==> config.mk <==
export PLATFORM = sky130hd
export DESIGN_NAME = iram_boot
export DESIGN_NICKNAME = d
export VERILOG_FILES = /design/src/rtl/iram_boot.sv
export SDC_FILE = /design/constraint.sdc
export NUM_CORES = 2
export LEC_CHECK = 0
export BUFFER_PORTS_ARGS = -buffer_cell sky130_fd_sc_hd__buf_2
export CORE_MARGIN = 2
export CORE_UTILIZATION = 25
export CTS_CLUSTER_DIAMETER = 30
export CTS_CLUSTER_SIZE = 16
export DETAILED_ROUTE_END_ITERATION = 16
export GPL_ROUTABILITY_DRIVEN = 1
export PLACE_DENSITY = 0.45
export SKIP_CTS_REPAIR_TIMING = 1
export SYNTH_ARGS = -nofsm -noshare
export SYNTH_HDL_FRONTEND = slang
export SYNTH_SLANG_ARGS = --single-unit
==> constraint.sdc <==
create_clock -name CLK -period 5.5 [get_ports CLK]
set_clock_uncertainty 0.1 [all_clocks]
set_input_delay 0.275 -clock CLK [delete_from_list [all_inputs] [get_ports CLK]]
set_output_delay 0.275 -clock CLK [all_outputs]
set_load 0.01 [all_outputs]
==> src/rtl/iram_boot.sv <==
// -----------------------------------------------------------------------------
// iram_boot : instruction RAM with byte-stream boot loader
//
// After reset the whole array is swept to zero (CLEAR). A load (LD_START in
// IDLE) accepts program bytes over LD_VALID/LD_READY, packs them big-endian
// into DATA_W-bit words written from word 0 upward, then zero-fills the
// remaining words (FILL). BUSY is high for every sweep so the CPU stalls
// while contents change.
//
// Ports
//   CLK       clock, all state changes on the rising edge
//   RESET     asynchronous, active-high reset
//   ADDR      CPU fetch byte address (low byte-offset bits ignored)
//   Q         combinational instruction word at ADDR (0 when out of range)
//   BUSY      clear/load/fill sweep in progress, CPU must stall
//   LD_START  one-cycle load request, honoured only in IDLE
//   LD_VALID  LD_DATA valid
//   LD_DATA   program byte
//   LD_LAST   final byte of the program, qualified by LD_VALID
//   LD_READY  loader can accept a byte
//   LD_DONE   one-cycle pulse when a load (and its fill) completes
//   LD_ERR    last load overflowed capacity, held until the next LD_START
// -----------------------------------------------------------------------------
module iram_boot #(
  parameter int DATA_W = 16,
  parameter int DEPTH  = 128,
  parameter int ADDR_W = 8
) (
  input  logic              CLK,
  input  logic              RESET,
  input  logic [ADDR_W-1:0] ADDR,
  output logic [DATA_W-1:0] Q,
  output logic              BUSY,
  input  logic              LD_START,
  input  logic              LD_VALID,
  input  logic [7:0]        LD_DATA,
  input  logic              LD_LAST,
  output logic              LD_READY,
  output logic              LD_DONE,
  output logic              LD_ERR
);

  localparam int BPW   = DATA_W / 8;
  localparam int OFF_W = $clog2(BPW);
  localparam int IDX_W = $clog2(DEPTH);
  // One extra bit so the pointer can hold DEPTH, meaning "array full".
  localparam int PTR_W = IDX_W + 1;

  localparam logic [PTR_W-1:0] PTR_LAST  = PTR_W'(DEPTH - 1);
  localparam logic [PTR_W-1:0] PTR_FULL  = PTR_W'(DEPTH);
  localparam logic [OFF_W-1:0] LANE_LAST = OFF_W'(BPW - 1);

  typedef enum logic [1:0] {S_CLEAR, S_IDLE, S_LOAD, S_FILL} state_t;

  state_t             state_q, state_d;
  logic [PTR_W-1:0]   ptr_q, ptr_d, ptr_inc;
  logic [OFF_W-1:0]   bcnt_q, bcnt_d;
  logic [DATA_W-1:0]  asm_q, asm_d, merged;
  logic               ovf_q, ovf_d;
  logic               busy_q, busy_d;
  logic               ready_q, ready_d;
  logic               done_q, done_d;
  logic               err_q, err_d;

  logic               wr_en;
  logic [IDX_W-1:0]   wr_idx;
  logic [DATA_W-1:0]  wr_data;

  logic [DATA_W-1:0]  mem [DEPTH];

  // ---------------------------------------------------------------------------
  // Fetch port
  // ---------------------------------------------------------------------------
  logic [IDX_W-1:0] rd_idx;
  logic             rd_hit;

  assign rd_idx = ADDR[OFF_W +: IDX_W];
  // Any set bit above the word index means the address is past the array.
  assign rd_hit = (ADDR >> (OFF_W + IDX_W)) == '0;
  assign Q      = rd_hit ? mem[rd_idx] : '0;

  assign BUSY     = busy_q;
  assign LD_READY = ready_q;
  assign LD_DONE  = done_q;
  assign LD_ERR   = err_q;

  // ---------------------------------------------------------------------------
  // Next-state and datapath
  // ---------------------------------------------------------------------------
  always_comb begin
    // NOTE: every signal gets a default before the case so no path leaves one
    // unassigned, which would otherwise infer a latch.
    state_d = state_q;
    ptr_d   = ptr_q;
    bcnt_d  = bcnt_q;
    asm_d   = asm_q;
    ovf_d   = ovf_q;
    busy_d  = busy_q;
    ready_d = ready_q;
    done_d  = 1'b0;
    err_d   = err_q;
    wr_en   = 1'b0;
    wr_idx  = ptr_q[IDX_W-1:0];
    wr_data = '0;
    ptr_inc = ptr_q + PTR_W'(1);
    // Incoming byte dropped into lane bcnt; lane 0 is the MSB.
    merged  = asm_q | (DATA_W'(LD_DATA) << ((BPW - 1 - int'(bcnt_q)) * 8));

    case (state_q)
      S_CLEAR, S_FILL: begin
        wr_en = 1'b1;
        ptr_d = ptr_inc;
        if (ptr_q == PTR_LAST) begin
          state_d = S_IDLE;
          busy_d  = 1'b0;
          done_d  = (state_q == S_FILL);
        end
      end

      S_IDLE: begin
        if (LD_START) begin
          state_d = S_LOAD;
          ptr_d   = '0;
          bcnt_d  = '0;
          asm_d   = '0;
          ovf_d   = 1'b0;
          err_d   = 1'b0;
          busy_d  = 1'b1;
          ready_d = 1'b1;
        end
      end

      S_LOAD: begin
        if (LD_VALID && ready_q) begin
          if (ptr_q == PTR_FULL) begin
            ovf_d = 1'b1;
          end else if (bcnt_q == LANE_LAST || LD_LAST) begin
            wr_en   = 1'b1;
            wr_data = merged;
            ptr_d   = ptr_inc;
            bcnt_d  = '0;
            asm_d   = '0;
          end else begin
            asm_d  = merged;
            bcnt_d = bcnt_q + OFF_W'(1);
          end

          if (LD_LAST) begin
            ready_d = 1'b0;
            if (ptr_d < PTR_FULL) begin
              state_d = S_FILL;
            end else begin
              state_d = S_IDLE;
              busy_d  = 1'b0;
              done_d  = 1'b1;
              err_d   = ovf_d;
            end
          end
        end
      end

      default: state_d = S_CLEAR;
    endcase
  end

  // ---------------------------------------------------------------------------
  // State registers
  // ---------------------------------------------------------------------------
  // NOTE: sequential state uses non-blocking assignments so every register
  // samples its pre-edge inputs regardless of statement order.
  always_ff @(posedge CLK or posedge RESET) begin
    if (RESET) begin
      state_q <= S_CLEAR;
      ptr_q   <= '0;
      bcnt_q  <= '0;
      asm_q   <= '0;
      ovf_q   <= 1'b0;
      busy_q  <= 1'b1;
      ready_q <= 1'b0;
      done_q  <= 1'b0;
      err_q   <= 1'b0;
    end else begin
      state_q <= state_d;
      ptr_q   <= ptr_d;
      bcnt_q  <= bcnt_d;
      asm_q   <= asm_d;
      ovf_q   <= ovf_d;
      busy_q  <= busy_d;
      ready_q <= ready_d;
      done_q  <= done_d;
      err_q   <= err_d;
    end
  end

  // NOTE: the array has no reset; the CLEAR sweep zeroes it after reset so it
  // maps onto plain RAM without a per-bit reset network.
  always_ff @(posedge CLK) begin
    if (wr_en) mem[wr_idx] <= wr_data;
  end

endmodule

* Word level (Yosys, flattened, before mapping)
Memories as Yosys holds them, arrays and structs flattened. Cells that the tools add are included.
Storage, ports and cells: register bits 32, memory bits (writable) 2048, input port bits 21, output and inout port bits 20, word-level logic and storage cells 93, memories 1
Operators by class: add/sub/neg operators 3, magnitude comparators 1, equality and inequality tests 11, shifts and indexed selects 1, mux-type cells 54, bitwise gates (word level) 1, reduce and logical (&&, ||, !) cells 12
Memories:
- mem | depth 128, width 16, read ports 1, clocked after memory_dff 0, wr ports 1, line 69 | logic [DATA_W-1:0] mem [DEPTH];
Operators with widths (number):
- $mux 16 | 8
- $mux 8 | 6
- $pmux 16 s2 | 1
- $shl 8x32->16 | 1
- $mux 1 | 25
- $pmux 8 s3 | 1
- $or 16x16->16 | 1
- $ne 2x2->1 const B | 6
- $pmux 1 s2 | 6
- $reduce_and 4->1 | 3
- $mux 2 | 5
- $reduce_and 5->1 | 2
- $add 8x1->8 const B | 1
- $eq 8x7->1 const B | 1
- $eq 8x8->1 const B | 1
- $lt 8x8->1 const B | 1
- $pmux 2 s3 | 1
- $eq 2x2->1 const B | 2
- $pmux 1 s3 | 1
- $reduce_and 3->1 | 1
- $eq 2x1->1 const B | 1
- $logic_not 2->1 | 1
- $reduce_and 2->1 | 1
- $reduce_bool 2->1 | 1
- 5 further kinds | 5

* Longest topological paths before layout
depth in word-level cells 10, gate-level depth with buffers 9, gate-level depth less buffers 7

* Least setup slack after synthesis
No wires, ideal clock.
path kind register to register, start reg ptr_q[1], end mem mem[0][5] (data pin), setup time 796 ps, arrival time 4459 ps, data required time 4604 ps, setup slack 145 ps, cell stages (with the launch flop) 8, path buffers 2, period minus slack after synthesis 5355 ps, cells stage by stage dfrtp_1 -> clkbuf_1 -> inv_1 -> ha_1 -> nand3b_1 -> o2111ai_1 -> clkbuf_1 -> nor2_1
On the way: cells in the longest elaborated chain, start to end 4
Ends and longest elaborated chain:
- start, declared | line 56 | logic [PTR_W-1:0] ptr_q, ptr_d, ptr_inc;
- start signal, assigned | line 184 | ptr_q <= ptr_d;
- $eq 8x8->1 | line 135 | if (ptr_q == PTR_FULL) begin
- $mux 16 | line 135
- $mux 16 | line 134 | if (LD_VALID && ready_q) begin
- $mux 16 | line 109 | case (state_q)
- net wr_data[5] | line 67 | logic [DATA_W-1:0] wr_data;
- end, declared | line 69
The timed path passes the listed nets, and every way through them passes these cells.

* Worst setup path in the final report
start reg ptr_q[5], end mem mem[68][10], enable pin
On the way: cells in the longest elaborated chain, start to end 6
Ends and longest elaborated chain:
- $eq 8x8->1 | line 135
- $mux 1 | line 135
- $mux 1 | line 134
- $pmux 1 s2 | line 109
- $mux 1 | line 198 | if (wr_en) mem[wr_idx] <= wr_data;
- $mux 1 (implied by the code) | line 198
Parallel ways exist; a longest one is shown, timed or not.

==> flow_summary.toml <==
[critical_path]
critPathRequiredTime_ns = 5.93
cp-end-kind = "flip-flop"
critical-path-slowest-cell = "nor2_2"
r2r-end = "mem[68][10]"
critPathMaxFanout = 16
r2r_slack_ns = 1.35
r2r-start = "ptr_q[5]"
critical_path_arrival_ns = 4.58
max_stage_delay_ns = 1.17
critPathKind = "reg -> reg"
ff2ff_path_depth = 6
path_cells = "or4_1 -> buf_4 -> o2111ai_4 -> a21oi_1 -> nand3_2 -> nor2_2"
start_kind = "flip-flop"

[global_routing]
grt_pass1_vias = 39480
overflow = 0
antenna_found_initial = 10
grt_pass1_wl_um = 300700
grt_util_all_layers = 0.1297
grt_max_degree = 129

[routing]
via_per_inst = 4.478
wl_um = 211800
dr.pass1.iters = 5
vias = 37270
wl_per_cell_um = 25.44
postRouteAntennaNets = 0
drc = 0
initialDrtViolationCount = 3324

[floorplan]
die_y_um = 569.2
dieArea_mm2 = 0.3239
die_w_um = 569.2
core_area_mm2 = 0.3178
ios = 41
core.rowCount = 207
initial_utilization = 0.2513

[yosys]
synth-seq-cells = 2080
ys_types = 41
syn_nets = 3285
yosysTopAreaCell = "edfxtp_1"
avgSynthCellArea_um2 = 24.52
synth_area_leaders = "edfxtp_1, mux4_2, dfrtp_1, nor2_1, clkbuf_1"
ys_seq_area_frac = 0.7802
synth.cell_area_mm2 = 0.07985
post_synth_inst_count = 3257
yosys_warnings = 0
yosysTopAreaCellShare = 0.7702

[hold_path]
hp-start = "LD_DATA[3]"
hold_end = "asm_q[11]"
hp-class = "in -> reg"
whs_path_depth = 4

[timing]
hold_viol = 0
worst_pin_slew_ns = 1.282
final_max_slew_viol_count = 0
rsz0062_at_grt = "false"
tns_ns = 0
max_slew_margin = 0.1456
worst_hold_slack_ns = 0.06181
fin_crit_ns = 4.149
setup_viol = 0
finalCritPeriodShare = 0.7543
fmax_ghz = 0.2410

[place]
gp_congestion = 0.7392
io_buffers = 39
dp_hpwl_um = 120300

[pwr]
powerDensity_mw_per_mm2 = 434.7
peakVddDrop_uv = 275.5
power_mw = 44.33
power_leakage_nw = 26.70

[cts]
clock_latency_ns = 0.95
ctsLongestPathBuffers = 4
cts_tree = "yes"
htreeDepth = 5
numCtsBuffers = 452
cts_root_buffer = "clkbuf_16"
path_clk_slew_ns = 0.04
clock_sinks = 2080

[outcome]
status = "finished, final reports clean"

[finish]
drive_above_1_share = 0.4218
final_util = 0.3209
area_delta_synth_final_pct = 27.71
nFillCells = 29860
fin_nets = 3797

[flow_run]
drv_cap = 0
-- where the power goes --
part | leakage [nW] | internal [mW] | switching, mW
Combinational | 4.77 | 0.253 | 0.343
Sequential | 14.6 | 17.2 | 0
Clock | 7.33 | 18.1 | 8.42
-- worst max path at each step --
| stage | slack [ns] | startpoint | end |
|---|---|---|---|
| after CTS | 1.33 | mem[85][14] | Q[14] |
| after floorplan | 0.15 | ptr_q[1] | mem[0][5] |
| after global routing | 1.15 | ptr_q[0] | mem[68][10] |
| final | 1.35 | ptr_q[5] | mem[68][10] |
| after global placement | 1.35 | ptr_q[5] | mem[68][15] |
| after detailed placement | 1.41 | ptr_q[5] | mem[92][6] |
-- Yosys cell counts --
master and count:
clkinv_1 1, a211oi_1 3, nand4b_1 1, a2bb2oi_1 1
buf_4 2, a21oi_1 31, clkbuf_1 92, mux4_2 672
mux2i_1 1, nand2b_1 1, nand3_1 15, a31o_2 1
o22ai_1 1, buf_2 53, a22o_1 2, mux2_2 17
a32o_1 1, nor2b_1 13, inv_1 9, or4_1 1
a2111oi_0 4, o2bb2ai_1 1, or2_2 2, nor2_1 168
buf_1 26, o2111ai_1 1, dfstp_2 1, dfrtp_1 31
ha_1 7, a31oi_1 1, o21ai_0 10, edfxtp_1 2048
nand4_1 3, nand2_1 21, o211ai_1 1, a21o_1 2
a21boi_0 1, xnor2_1 5, nor3_1 4, and2_1 1
nand3b_1 1
-- layout make-up --
class	count	area (µm²)	share of cell area
diodes	9	22.52	0.0002209
clock buffers	513	11680	0.1145
clock inverters	307	3420	0.03353
inverters	10	37.54	0.0003681
multi-input cells	994	17250	0.1692
flip-flops and latches	2080	62300	0.6109
well taps	4180	5230	0.05129
repair buffers	231	2038	0.01999
-- per-stage QoR --
step,worst slack [ns],cells,area (µm²)
after floorplan,0.1454,3257,79850
after global placement,1.353,7478,86670
after detailed placement,1.410,7478,86670
after CTS,1.331,8298,101800
after global routing,1.149,8316,102000
final,1.351,8324,102000
-- critical path: cells and delay by family (launching register included) --
family          cells  cell delay (ns)
simple gates        3             2.18
compound gates      2             0.60
buf+inv             1             0.28
flops               1             0.55
-- sequential cells by signal, indices dropped and copies added (netlist names), 2 cells and up --
register,cells
ptr_q,8
state_q,2
asm_q,16
mem,2048
-- per-layer routing --
| layer | wire length [µm] | track usage |
|---|---|---|
| met2 | 99820 | 0.2047 |
| met4 | 4134 | 0.03282 |
| met5 | 0 | 0 |
| met1 | 97780 | 0.1843 |
| met3 | 10060 | 0.02336 |
-- cell families after synthesis --
family | Yosys count | synth area share
flops | 2080 | 0.7802
compound gates | 61 | 0.004607
mux | 690 | 0.1921
xor+xnor | 5 | 0.0005484
simple gates | 231 | 0.01194
fa+ha+maj | 7 | 0.001097
buf+inv | 183 | 0.009527
-- cell usage in the layout, fill, tap and decap left out, types with 35 or more instances in the layout --
cell type   instances
nor2_2            113
clkinvlp_4         36
mux4_2            672
clkinv_1           70
nor2_1             36
bufinv_16          65
clkbuf_1           53
buf_4             151
clkinv_2           85
edfxtp_1         2048
buf_2              35
clkbuf_16         457
Power figures use the tool's default switching activity.
